## config.mk

```make
export PLATFORM = sky130hd
export DESIGN_NAME = cu
export DESIGN_NICKNAME = d
export VERILOG_FILES = /design/src/rtl/cu.sv
export SDC_FILE = /design/constraint.sdc
export NUM_CORES = 1
export LEC_CHECK = 0
export CAP_MARGIN = 20
export CORE_UTILIZATION = 21
export DETAILED_ROUTE_END_ITERATION = 8
export PLACE_DENSITY = 0.85
export SLEW_MARGIN = 10
export SYNTH_ARGS = -nofsm -noshare
export SYNTH_HDL_FRONTEND = slang
export SYNTH_SLANG_ARGS = --single-unit
```

## constraint.sdc

```tcl
create_clock -name clk -period 4.3 [get_ports clk]
set_input_delay 0.645 -clock clk [delete_from_list [all_inputs] [get_ports clk]]
set_output_delay 0.645 -clock clk [all_outputs]
set_load 0.1 [all_outputs]
```

## src/rtl/cu.sv

```systemverilog
// rtl/cu.sv - Beta control unit: combinational decode plus a one-bit interrupt mask.
module cu (
    input  logic        clk,
    input  logic        RESET,
    input  logic        IRQ,
    input  logic        Z,
    input  logic [31:0] instruction,
    output logic [5:0]  ALUFN,
    output logic        ASEL,
    output logic        BSEL,
    output logic        MOE,
    output logic        MWR,
    output logic [2:0]  PCSEL,
    output logic        RA2SEL,
    output logic        WASEL,
    output logic [1:0]  WDSEL,
    output logic        WERF
);

    logic       irq_mask_q = 1'b0;
    logic       irq_mask_d;
    logic       irq_take;
    logic [5:0] opcode;

    assign opcode   = instruction[31:26];
    assign irq_take = IRQ & ~irq_mask_q;

    always_ff @(posedge clk) begin
        if (RESET) irq_mask_q <= 1'b0;
        else       irq_mask_q <= irq_mask_d;
    end

    always_comb begin
        ALUFN      = 'x;
        ASEL       = 1'bx;
        BSEL       = 1'bx;
        MOE        = 1'bx;
        MWR        = 1'b0;
        PCSEL      = 'x;
        RA2SEL     = 1'bx;
        WASEL      = 1'bx;
        WDSEL      = 'x;
        WERF       = 1'bx;
        irq_mask_d = irq_mask_q;
        if (RESET) begin
            irq_mask_d = 1'b0;
        end else if (irq_take) begin
            PCSEL      = 3'b100;
            WASEL      = 1'b1;
            WDSEL      = 2'b00;
            WERF       = 1'b1;
            irq_mask_d = 1'b1;
        end else begin
            casez (opcode)
                6'b10????: begin
                    ALUFN = opcode; ASEL = 1'b0; BSEL = 1'b0; PCSEL = 3'b000;
                    RA2SEL = 1'b0; WASEL = 1'b0; WDSEL = 2'b01; WERF = 1'b1;
                end
                6'b11????: begin
                    ALUFN = opcode; ASEL = 1'b0; BSEL = 1'b1; PCSEL = 3'b000;
                    WASEL = 1'b0; WDSEL = 2'b01; WERF = 1'b1;
                end
                6'b011000: begin
                    ALUFN = 6'b100000; ASEL = 1'b0; BSEL = 1'b1; MOE = 1'b1;
                    PCSEL = 3'b000; WASEL = 1'b0; WDSEL = 2'b10; WERF = 1'b1;
                end
                6'b011001: begin
                    ALUFN = 6'b100000; ASEL = 1'b0; BSEL = 1'b1; MOE = 1'b0;
                    MWR = 1'b1; PCSEL = 3'b000; RA2SEL = 1'b1; WERF = 1'b0;
                end
                6'b011011: begin
                    PCSEL = 3'b010; WASEL = 1'b0; WDSEL = 2'b00; WERF = 1'b1;
                    irq_mask_d = 1'b0;
                end
                6'b011100: begin
                    PCSEL = Z ? 3'b001 : 3'b000;
                    WASEL = 1'b0; WDSEL = 2'b00; WERF = 1'b1;
                end
                6'b011101: begin
                    PCSEL = Z ? 3'b000 : 3'b001;
                    WASEL = 1'b0; WDSEL = 2'b00; WERF = 1'b1;
                end
                6'b011111: begin
                    // LDR: ALU passes the PC-relative address straight through
                    ALUFN = 6'b111111; ASEL = 1'b1; MOE = 1'b1; PCSEL = 3'b000;
                    WASEL = 1'b0; WDSEL = 2'b10; WERF = 1'b1;
                end
                default: begin
                    PCSEL = 3'b011; WASEL = 1'b1; WDSEL = 2'b00; WERF = 1'b1;
                    irq_mask_d = 1'b1;
                end
            endcase
        end
    end

endmodule

```

==> summary.txt <==
Setup path
  – Top fanout value on the critical path: 11
  – Slowest cell on the critical path: or4_1
  – Crit Path Category: input port to output pin
  – Worst Setup End Kind: output pin
  – Crit-path cells: clkdlybuf4s50_1 -> or4_1 -> or3_1 -> buf_4
  – CP max stage delay: around 0.70 ns
  – R2R depth: 3
  – Startpoint Class: input port
  – Crit path DAT: 2.57 ns
  – Required time of the worst setup path: 3.65 ns

Logic synthesis
  – Top cells by area, synth: a211oi_1, and2_2, dfxtp_1, nor2_1, nor4b_1
  – Post-Synthesis Cells: 46
  – Syn nets: 82
  – Most common library cells after synthesis: nor2_1, clkbuf_1, a211oi_1, and2_2, nand2_1
  – #FFs+latches synth: 1
  – Register area share after synthesis: roughly 7.0%
  – Post-synth top area share: 7.83%
  – Most common cell in the netlist: nor2_1
  – Netlist cell types: 26
  – Post-Syn Area per Cell: 6.26 µm²
  – Async set-reset flop share out of synthesis: 0%
  – Largest area contributor in the netlist: a211oi_1
  – Synthesized area: between 200 and 300 µm²
  – Post-synth EDFFs: 0
  – Yosys warnings: 0
  – Primary FF master, synth: dfxtp_1

Placed design
  – RD Place Congestion: a little under 0.8
  – Post-DP HPWL: 668 µm
  – Placed insts: 80
  – Input/output buffers: 27

Global routing
  – Met3 Usage GRT: less than 1%
  – Initial antenna violation count: 0
  – Largest net degree at the start of global routing: 13
  – Number of global-route vias before repair: ~280
  – Global-route wire length before repair: ~1.2 mm
  – Grt peak-use layer: met2
  – Total congestion overflow: 0
  – Met1 Track Usage GR: 16.3%
  – M2 GR Usage: between 10% and 20%
  – GRT Resource Usage Total: 10.8%

Clock tree
  – Worst-path clk slew: 0 ns
  – Post-CTS setup buffers: 0
  – Hold-fix buffers, CTS: 0
  – # resized after CTS: 0
  – Worst skew pair latency: 0 ns

STA
  – RSZ-0062 raised after global routing: false
  – Slew HR: 74.2%
  – Hold Fails Final Rpt: 0
  – Least-Margin Pin Slew: around 0.39 ns
  – Final Max Tran Viols: 0
  – Hold slack: 0.526 ns
  – # setup viols final: 0
  – Setup tns final: 0 ns
  – Final period utilization: between 70 and 80%
  – Worst Skew: 0 ns
  – Fmax: between 300 and 400 MHz
  – Post-layout minimum cycle time: roughly 3.2 ns

Finish
  – Share of cells above drive strength 1: between 40% and 50%
  – Largest regs: irq_mask_q: 1 flops
  – Max FFs per register: 1
  – Area grow syn2layout: 77.0%
  – FILL cells: between 100 and 150
  – Final instance count without filler cells: 80
  – Largest Register: irq_mask_q
  – Nets@finish: between 100 and 150
  – Antenna diodes: 0

Pwr
  – P_int: around 0.035 mW
  – Switching share of total power: 68.8%
  – Maximum vdd ir drop: 0.0812 mV
  – Logic pwr share: 90.5%
  – Clock power share: 0%
  – Leakage: approximately 0.22 nW
  – Net switching power figure: between 0.07 and 0.08 mW
  – Flop pwr share: about a tenth
  – PwrDens: approximately 220 nW/µm²

Route
  – DR iter-0 viols: 0
  – Routed Antenna Nets: 0
  – DR WL/cell: about 10 µm
  – Drc violations: 0
  – Pre-Repair DR Iteration Count: 1
  – Drt via density: roughly 4.7
  – DR vias: around 380
  – Routed WL: 822 µm

Hold path
  – Worst hold stages: 2
  – Worst Hold Class: flip-flop to flip-flop

Floorplan
  – Num rows: 12
  – Die X: 39.0 µm
  – Initial Util: 24.3%
  – Core area: around 1200 µm²
  – Die Y-Extent: 39.0 µm
  – Die area: between 1500 and 2000 µm²
  – Boundary pin count: between 50 and 60

Flow run
  – Max_cap viols: 0

Run status
  – Outcome: finished clean
## worst paths after layout
check	end	from	slack, ns
min	irq_mask_q	irq_mask_q	0.53
max	WERF	instruction[31]	1.08
max reg2reg	irq_mask_q	irq_mask_q	3.45
min reg2reg	irq_mask_q	irq_mask_q	0.53
## critical path: cells and delay by family
kind                   cells  cell delay (ns)
buffers and inverters      2             0.84
AND/OR/NAND/NOR            2             1.08
## cell type report
cell class	count	area [µm²]	area share, %
inverter	2	7.51	1.47
multi-input combinational	36	239	46.9
sequential	1	20.0	3.93
tap	14	17.5	3.44
timing repair buffer	27	225	44.2
## logic make-up (layout without fill, tap and decap cells)
family | count (synthesis) | after routing | synth area share [%]
and+or+nand+nor | 26 | 26 | 53.0
DFF | 1 | 1 | 6.96
AOI/OAI and AO/OA | 10 | 10 | 23.9
buffers and inverters | 9 | 29 | 16.1
## power by group through the flow
stage	sequential [mW]	clock, mW	combinational (mW)
after detailed placement	0.0107	0	0.102
final	0.0107	0	0.101
after floorplan	0.0106	0	0.0795
after global placement	0.0106	0	0.101
after CTS	0.0107	0	0.102
after global routing	0.0107	0	0.105
## cell usage in the layout, fill, tap and decap left out
master / count
clkdlybuf4s50_1: 9
and2_2: 3
or2b_2: 1
o21bai_1: 1
and2_1: 2
or3_1: 2
inv_1: 2
nor4b_1: 1
nand2_1: 3
nor4b_2: 1
a31o_2: 1
nand3b_1: 1
or4_1: 1
a211oi_2: 1
nor4_2: 1
dfxtp_1: 1
nand3_1: 1
a211oi_1: 2
a21oi_1: 2
nor3_1: 2
nand2_2: 1
buf_4: 18
o21ai_0: 2
nor2b_1: 1
nor2_1: 5
o31a_2: 1
## metrics by stage
| step | worst slack, ns | power, mW | instance area, µm² | util (%) |
|---|---|---|---|---|
| after floorplan | 0.304 | 0.0901 | 305 | - |
| after global routing | 1.00 | 0.116 | 509 | 42.9 |
| after CTS | 1.09 | 0.113 | 509 | 42.9 |
| after global placement | 1.10 | 0.112 | 509 | 42.9 |
| after detailed placement | 1.08 | 0.112 | 509 | 42.9 |
| final | 1.08 | 0.112 | 509 | 42.9 |
## metal layers
layer	vias up	part of all wire, %
li1	203	-
met1	159	48
met2	17	44
met3	0	8.5
met4	0	0
met5	-	0
No activity file was read; power rests on OpenSTA's default activity.
